<file path="src/rtl/alu_arbiter_pkg.sv">
// Shared definitions for the ALU arbiter: ALU control codes and FSM state encoding.
package alu_arbiter_pkg;

    localparam logic [3:0] ALU_AND = 4'b0000;
    localparam logic [3:0] ALU_OR  = 4'b0001;
    localparam logic [3:0] ALU_ADD = 4'b0010;
    localparam logic [3:0] ALU_SUB = 4'b0110;
    localparam logic [3:0] ALU_SLT = 4'b0111;

    typedef enum logic [1:0] {
        IDLE = 2'd0,
        EXEC = 2'd1,
        RESP = 2'd2
    } state_t;

endpackage

</file>
<file path="src/rtl/alu_arbiter_alu.sv">
// The single shared combinational ALU; signed operands, wrap-around arithmetic.
// Purely combinational, no backpressure.
module alu_arbiter_alu
    import alu_arbiter_pkg::*;
#(
    parameter int DW = 32,
    parameter int CW = 4
) (
    input  logic [DW-1:0] i_in1,
    input  logic [DW-1:0] i_in2,
    input  logic [CW-1:0] i_ctr,
    output logic [DW-1:0] o_res,
    output logic          o_zero
);

    always_comb begin
        o_res = '0;
        case (i_ctr)
            ALU_AND: o_res = i_in1 & i_in2;
            ALU_OR:  o_res = i_in1 | i_in2;
            ALU_ADD: o_res = i_in1 + i_in2;
            ALU_SUB: o_res = i_in1 - i_in2;
            ALU_SLT: o_res = {{(DW-1){1'b0}}, ($signed(i_in1) < $signed(i_in2))};
            default: o_res = '0;
        endcase
    end

    assign o_zero = (o_res == '0);

endmodule

</file>
<file path="src/rtl/alu_arbiter.sv">
// Round-robin sharing of one ALU between two requesters; result registered in RESP.
// Accept-to-valid 2 cycles, 3-cycle loop; req_ready low outside IDLE and while rsp is stalled.
module alu_arbiter
    import alu_arbiter_pkg::*;
#(
    parameter int DW = 32,
    parameter int CW = 4
) (
    input  logic          clk,
    input  logic          rst_n,
    input  logic [1:0]    req_valid,
    output logic [1:0]    req_ready,
    input  logic [DW-1:0] req_in1_0,
    input  logic [DW-1:0] req_in2_0,
    input  logic [CW-1:0] req_ctr_0,
    input  logic [DW-1:0] req_in1_1,
    input  logic [DW-1:0] req_in2_1,
    input  logic [CW-1:0] req_ctr_1,
    output logic          rsp_valid,
    input  logic          rsp_ready,
    output logic          rsp_id,
    output logic [DW-1:0] rsp_res,
    output logic          rsp_zero
);

    state_t        r_state;
    logic [DW-1:0] r_in1;
    logic [DW-1:0] r_in2;
    logic [CW-1:0] r_ctr;
    logic          r_id;
    logic          r_last_grant;
    logic          r_rsp_valid;
    logic          r_rsp_id;
    logic [DW-1:0] r_rsp_res;
    logic          r_rsp_zero;

    logic [1:0]    w_grant;
    logic          w_accept;
    logic [DW-1:0] w_alu_res;
    logic          w_alu_zero_unused;

    function automatic logic [1:0] rr_arb2(input logic [1:0] vld, input logic last);
        logic [1:0] g;
        case (vld)
            2'b01:   g = 2'b01;
            2'b10:   g = 2'b10;
            2'b11:   g = last ? 2'b01 : 2'b10;
            default: g = 2'b00;
        endcase
        return g;
    endfunction

    assign w_grant   = rr_arb2(req_valid, r_last_grant);
    // Gated by rst_n so no grant is ever visible while reset is held.
    assign req_ready = (rst_n && (r_state == IDLE)) ? w_grant : 2'b00;
    assign w_accept  = |req_ready;

    alu_arbiter_alu #(.DW(DW), .CW(CW)) u_alu (
        .i_in1  (r_in1),
        .i_in2  (r_in2),
        .i_ctr  (r_ctr),
        .o_res  (w_alu_res),
        .o_zero (w_alu_zero_unused)
    );

    always_ff @(posedge clk or negedge rst_n) begin
        if (!rst_n) begin
            r_state      <= IDLE;
            r_in1        <= '0;
            r_in2        <= '0;
            r_ctr        <= '0;
            r_id         <= 1'b0;
            r_last_grant <= 1'b1;
            r_rsp_valid  <= 1'b0;
            r_rsp_id     <= 1'b0;
            r_rsp_res    <= '0;
            r_rsp_zero   <= 1'b0;
        end else begin
            case (r_state)
                IDLE: begin
                    if (w_accept) begin
                        r_in1        <= req_ready[1] ? req_in1_1 : req_in1_0;
                        r_in2        <= req_ready[1] ? req_in2_1 : req_in2_0;
                        r_ctr        <= req_ready[1] ? req_ctr_1 : req_ctr_0;
                        r_id         <= req_ready[1];
                        r_last_grant <= req_ready[1];
                        r_state      <= EXEC;
                    end
                end
                EXEC: begin
                    r_rsp_res   <= w_alu_res;
                    r_rsp_zero  <= (w_alu_res == '0);
                    r_rsp_id    <= r_id;
                    r_rsp_valid <= 1'b1;
                    r_state     <= RESP;
                end
                RESP: begin
                    if (rsp_ready) begin
                        r_rsp_valid <= 1'b0;
                        r_state     <= IDLE;
                    end
                end
                default: r_state <= IDLE;
            endcase
        end
    end

    assign rsp_valid = r_rsp_valid;
    assign rsp_id    = r_rsp_id;
    assign rsp_res   = r_rsp_res;
    assign rsp_zero  = r_rsp_zero;

endmodule

</file>
<file path="config.mk">
export PLATFORM = sky130hd
export DESIGN_NAME = alu_arbiter
export DESIGN_NICKNAME = d
export VERILOG_FILES = /design/src/rtl/alu_arbiter_pkg.sv /design/src/rtl/alu_arbiter_alu.sv /design/src/rtl/alu_arbiter.sv
export SDC_FILE = /design/constraint.sdc
export NUM_CORES = 1
export LEC_CHECK = 0
export CAP_MARGIN = 20
export CORE_ASPECT_RATIO = 0.5
export CORE_MARGIN = 3
export CORE_UTILIZATION = 50
export CTS_BUF_LIST = sky130_fd_sc_hd__clkbuf_4
export DETAILED_ROUTE_END_ITERATION = 8
export HOLD_SLACK_MARGIN = 0.02
export PLACE_DENSITY = 0.77
export SYNTH_ARGS = -nofsm -noshare
export SYNTH_HDL_FRONTEND = slang
export SYNTH_SLANG_ARGS = --single-unit
</file>
<file path="constraint.sdc">
create_clock -name clk -period 3.8 [get_ports clk]
set_clock_uncertainty 0.05 [all_clocks]
set_input_delay 0.76 -clock clk [delete_from_list [all_inputs] [get_ports clk]]
set_output_delay 0.76 -clock clk [all_outputs]
set_load 0.005 [all_outputs]
</file>
* After elaboration in Yosys (flattened, before gate mapping)
Cells that the tools add are included.
** Cells by class
- $add $sub $neg :: 2
- $lt $le $gt $ge :: 1
- Equality and inequality tests :: 11
- Muxes and demuxes :: 12
- Bitwise logic cells :: 2
- Reductions and logical operators :: 9
** Operators by type and width (count)
- 32-bit one-hot mux with 5 select lines :: 1
- 32-bit 2-to-1 mux :: 2
- 32-bit adder :: 1
- 32-bit bitwise AND :: 1
- 32-bit zero test :: 1
- 32-bit less-than comparator :: 1
- 32-bit OR :: 1
- 32-bit subtractor :: 1
- 2-bit one-hot mux with 3 select lines :: 2
- 4-bit by 3-bit == test with 1-bit output, second input constant :: 2
- 2-bit 2-to-1 mux :: 4
- 2-bit == test, second input constant :: 3
- 2-bit AND reduction :: 3
- 2-bit by 1-bit == test with 1-bit output, second input constant :: 2
- 4-bit by 1-bit == test with 1-bit output, second input constant :: 1
- 4-bit by 2-bit == test with 1-bit output, second input constant :: 1
- 4-bit zero test :: 1
- 4-bit 2-to-1 mux :: 1
- 2-bit != test, second input constant :: 2
- 2-bit zero test :: 1
- 1-bit one-hot mux with 2 select lines :: 1
- 2-bit nonzero test :: 1
- 2-bit OR reduction :: 1
- 1-bit logical AND :: 1
- 1-bit 2-to-1 mux :: 1
** Storage, ports and cells
- Flip-flop bits (word level) :: 107
- Bits of input ports :: 141
- Output and inout port bits :: 37
- Logic and storage cells :: 47

* Longest topological paths before layout
- Depth in word-level cells :: 6
- Mapped depth :: 14
- Depth with buffers taken out :: 14

* By module
A second synthesis with hierarchy kept.
** Second synthesis, totals
- Cells, all modules :: 1370
- Area, all modules :: 10816.6 sq um
** By module, submodules not included
- alu_arbiter_alu :: instances 1, cells an instance 853, area each 5466.5 sq um, sequential area each 0.0 sq um
- alu_arbiter :: instances 1, cells an instance 517, area each 5350.1 sq um, sequential area each 2678.8 sq um

* Worst setup path before layout
No wires, ideal clock.
- Kind :: register to register
- From :: reg r_in2[0]
- To :: reg r_rsp_zero, in the netlist rsp_zero
- Library setup time :: 0.068 ns
- Arrival time :: 3.233 ns
- Data required time :: 3.682 ns
- Setup slack :: 0.450 ns
- Cell stages (with the launch flop) :: 14
- Path buffers :: 0
- Clock period less this slack :: 3.350 ns
- Cell sequence :: dfrtp_1 > ha_1 > fa_1 > a211oi_2 > o211ai_1 > a21o_1 > a211o_1 > a211o_1 > a221oi_2 > o21ai_1 > o22a_1 > nor3_1 > nor4b_2 > a32o_1
** Between the ends
- Cells in the longest elaborated chain, start to end :: 3
- Elaborated cells between the ends (all ways) :: 7
- Those cells by class :: add/sub: 2; order compare: 1; mux: 1; bitwise: 2; reduce/logical: 1
** RTL lines
- start, declared :: RTL line alu_arbiter.sv:28 : logic [DW-1:0] r_in2;
- start signal, assigned :: RTL line alu_arbiter.sv:83 : r_in2 <= req_ready[1] ? req_in2_1 : req_in2_0;
- 32-bit subtractor (tied with other cells) :: RTL line alu_arbiter_alu.sv:22 : ALU_SUB: o_res = i_in1 - i_in2;
- 32-bit one-hot mux with 5 select lines * :: RTL line alu_arbiter_alu.sv:18 : case (i_ctr)
- 32-bit zero test *
- end signal, assigned :: RTL line alu_arbiter.sv:92 : r_rsp_zero <= (w_alu_res == '0);
- end, declared :: RTL line alu_arbiter.sv:35 : logic r_rsp_zero;
Mark *: on every way between the ends. The rest lies on a longest branch, timed or not.
A chain may end at the register's enable or synchronous reset.

* Final worst setup path
- From :: reg r_in1[0]
- To :: reg r_rsp_zero, in the netlist rsp_zero
** Between the ends
- Cells in the longest elaborated chain, start to end :: 3
- Elaborated cells between the ends (all ways) :: 7
- Those cells by class :: add/sub: 2; order compare: 1; mux: 1; bitwise: 2; reduce/logical: 1
** RTL lines
- start, declared :: RTL line alu_arbiter.sv:27 : logic [DW-1:0] r_in1;
- start signal, assigned :: RTL line alu_arbiter.sv:82 : r_in1 <= req_ready[1] ? req_in1_1 : req_in1_0;
- 32-bit subtractor (tied with other cells) :: RTL line alu_arbiter_alu.sv:22
- 32-bit one-hot mux with 5 select lines * :: RTL line alu_arbiter_alu.sv:18
- 32-bit zero test *
Marks and branches as above.

==> results.md <==
- The flow ran to the end, but the final reports show violations.
- The final reports fail on setup timing.
- Across all hold checks on the routed design, the worst slack comes to 0.186 ns.
- Routed signal wires occupy layers up through met4.
- The final instance area is 13300 µm².
- Of all flip-flops after synthesis, the portion carrying an async set or reset was 100%.
- The normalized max-slew margin is 40.2%.
- The class of the most critical hold timing path is input port to async pin.
- The final hold violation count is 0.
- The sequential-to-total area share from yosys stat is 27.1%.
- In the synthesized netlist, mux cells make up 3.00% of the area.
- The number of nets in the layout is 1821.
- The most used flip-flop cell after synthesis is dfrtp_1.
- The detailed router put a total of 16.9 mm of wire on met1.
- The critical path contains buffers and inverters numbering 2 combined.
- The total nets after synthesis is 1573.
- The later-pin clock latency in the skew report is 0.55 ns.
- The number of levels the H-tree was split into is 3.
- The worst register-to-register path has a setup slack of -0.007 ns.
- In the final layout, the share of cells above drive strength 1 is 15.2%.
- The post-placement worst setup slack is -0.0161 ns.
- The global placer's final weighted congestion is 0.969.
- For this run, design rule violations remaining after detail routing come to 0.
- 178 I/O pins were placed.
- The number of filler cells placed in the layout is 1518.
- The part of the total power dissipated in sequential elements is 14.7%.
- For this block, the initial DRC count from the detailed router was 1413.
- For the worst setup path, the data required time is 4.22 ns.
- The number of antenna violations at the first check in global routing is 2.
- Dividing the final minimum period by the clock period gives 100%.
- The row count is 35.
- The combinational fraction of design power is 80.1%.
- The residual antenna-violating net count after detailed routing is 0.
- The slew at the pin closest to its max-slew limit is 0.898 ns.
- Clock tree synthesis found a total of 107 sinks.
- Among cell families on the critical path, the largest total delay comes from compound AO/OA/AOI/OAI gates.
- The cell area that synthesis handed to floorplanning was 9880 µm².
- The die is 205 µm wide.
- After Yosys synthesis, and, or, nand and nor cells account for 22.9% of the synthesized area.
- By area, the combinational part of the netlist is dominated by compound AO/OA/AOI/OAI gates.
- TritonCTS built the clock tree.
- The type of the worst setup path is register to register.
- The via count of the first global-routing pass came to 10700.
- Buffers placed on the I/O ports in this run total 177.
- The switching power share of the total is 53.2%.
- At the worst endpoint, the arrival time is 4.23 ns.
- The number of cells on the worst reg-to-reg path is 15.
- Synthesis produced a netlist whose cell count is 1330.
- The maximum clock frequency is 263 MHz.
- The number of enable flip-flop cells after synthesis is 0.
- Leaving out fill and tap cells, the most frequent cell in the layout is nand2_1.
- Compared with the post-synthesis result, the final layout area differs by 34.2%.
- The pin count of the biggest net entering global routing is 140.
- Once the floorplan was initialized, standard cells occupied 52.4% of the core.
- For this run, the number of Yosys warnings is 0.
- Traced cell by cell, the critical path runs through ha_4, fa_2, a211oi_2, buf_4, o211ai_1, a21o_1, a211o_1, buf_6, nand2_1, nand4_1, a222oi_1, and4b_1, nand4_1, nor4b_4, a32o_1.
- The clock transition at the registers of the reported paths is 0.23 ns.
- The count of distinct cell types in the synthesized netlist is 82.
- The completed layout was analyzed and its total power is 0.0152 W.
- Synthesis inferred 107 register bits.
- The number of maximum-capacitance violations is 0.
- The routed length per placed instance is 20.8 µm.
- The max-slew violation total from the final report is 0.
- The total iterations of the first detailed-routing run is 5.
- The capture instance of the worst register-to-register path is rsp_zero.
- The worst path in the final design needs a cycle of 3.81 ns, including I/O delays and setup.
- After Yosys synthesis, XOR and XNOR cells account for 1.33% of the synthesized area.
- The element type at the critical path start is a register.
- Counting the buffers created by CTS gives 9.
- For this run, the slowest stage of the critical path takes 0.48 ns.
- Using the TritonRoute via totals, the vias-per-cell ratio works out to 6.01.
- The final critical-path setup slack is -0.00716 ns.
- Setup repair after global routing could not meet its margin everywhere.
- The library cells used most frequently in the layout, excluding fill and tap cells, are nand2_1 (228), clkdlybuf4s50_1 (176), nor2_1 (146).
- The count of endpoints failing setup in the final report is 1.
- The start of the worst register-to-register path is r_in1[0].
- The clock share of power is 5.2%.
- The routed length on met3 is 3.47 mm.
- The area of the die is 21600 µm².
- The synthesized netlist devotes 13.1% of its cell area to adder and majority cells.
- The internal power of the cells totals 0.00711 W.
- The synthesized netlist devotes 24.9% of its cell area to compound gates.
- The global-route wire length before repair is 58.9 mm.
- Power spread over the standard cell area amounts to 1150 nW/µm².
- The root buffer selected by CTS is clkbuf_4.
- In this run the power spent charging and discharging nets is 0.00809 W.
- The top fanout value on the critical path is 3.
- For this block, the via count after detailed routing is 11100.
- The worst setup path is captured at a register.
- The average instance area after synthesis is 7.43 µm².
- The post-DP HPWL is 30.8 mm.
- The overall routed net length is 38.3 mm.
- Among all stages on the critical path, the largest delay is contributed by dfrtp_1.
- The deepest clock path buffer count is 2.
- The die outline height is 105 µm.
- Summed over all layers, the global routing overflow is 0.
- The area of placed instances is 12700 µm².
- The floorplan step defined a core boundary enclosing 18900 µm².
- The cell that appears most often on the critical path is nand4_1.
- The amount of wire on met2 after detailed routing is 16.9 mm.
- For this design the static power due to leakage is 6.06 nW.
- The worst supply voltage drop on vdd is 546 µV.
- The combined global-route utilization of all metal layers is 35.0%.
-- cells in the mapped netlist, drive strengths merged (10+ instances only) --
cell type	instances	share of area, %
nand2	228	8.7
mux2i	24	2.4
nor3	22	1.2
ha	100	13
inv	111	4.2
o21ai	64	3.2
nor4	18	1.2
xnor2	14	1.2
nor2b	11	0.70
o211ai	14	1.1
a211oi	18	1.4
a21oi	82	4.2
nand4	11	0.70
a21o	11	0.91
a31oi	76	4.8
nor2	148	5.6
or3	10	0.63
clkbuf	67	2.5
nand3	27	1.4
dfrtp	106	27
buf	17	0.86
o31ai	13	0.99
-- cell type report --
class | count | area (µm²) | share of cell area [%]
clock inverters | 7 | 123 | 0.924
inverters | 112 | 420 | 3.17
diodes | 2 | 5.00 | 0.0377
multi-input cells | 1027 | 6750 | 50.9
clock buffers | 9 | 67.6 | 0.509
flip-flops and latches | 107 | 2680 | 20.2
well taps | 259 | 324 | 2.44
repair buffers | 321 | 2890 | 21.8
-- worst max path at each step --
| stage | start | endpoint | slack [ns] | depth (start not counted) |
|---|---|---|---|---|
| after floorplan | r_in2[0] | rsp_zero | 0.45 | 13 |
| after global placement | r_in2[5] | rsp_zero | 0.08 | 13 |
| after detailed placement | r_in1[1] | rsp_zero | -0.02 | 15 |
| after CTS | r_in1[1] | rsp_zero | 0.003 | 16 |
| after global routing | r_in2[0] | rsp_zero | -0.09 | 15 |
| final | r_in1[0] | rsp_zero | -0.007 | 15 |
-- cells by family after synthesis --
kind of cell / Yosys count
and+or+nand+nor: 514
AOI/OAI and AO/OA: 367
buffers and inverters: 196
DFF: 107
adders and majority gates: 102
muxes: 29
xor gates and xnor gates: 15
-- timing repair --
item	4_1_cts	5_1_grt
gates resized for setup	5	53
endpoints found under the setup margin	1	2
buffers inserted	2	7
hold buffers	0	0
pin swaps	6	18
-- metrics by stage --
step / util (%) / TNS, ns / std cells
2_1_floorplan: - / 0 / 1330
3_3_place_gp: 67.4 / 0 / 1817
3_5_place_dp: 67.4 / -0.0161 / 1817
4_1_cts: 68.6 / 0 / 1835
5_1_grt: 70.3 / -0.0947 / 1844
6_report: 70.3 / -0.00716 / 1844
-- power groups by stage --
| stage | Clock (W) | Combinational [W] | Sequential [W] |
|---|---|---|---|
| final | 0.000797 | 0.0122 | 0.00223 |
| after global routing | 0.000847 | 0.0131 | 0.00229 |
| after CTS | 0.000802 | 0.0113 | 0.00221 |
| after detailed placement | 0 | 0.0112 | 0.00224 |
| after global placement | 0 | 0.0111 | 0.00218 |
| after floorplan | 0 | 0.00668 | 0.00210 |
-- flip-flops by register name, indices dropped and copies added, names as in the netlist --
signal / flops
r_last_grant: 1
rsp_res: 32
rsp_valid: 1
rsp_id: 1
r_state: 2
r_ctr: 4
r_id: 1
rsp_zero: 1
r_in1: 32
r_in2: 32
-- per-layer routing --
metal / track usage, % / vias to the layer above
met2: 54.2 / 544
li1: - / 5151
met4: 8.88 / 0
met1: 49.9 / 5301
met3: 7.03 / 81
met5: 0 / -
(Power assumes the default switching activity.)
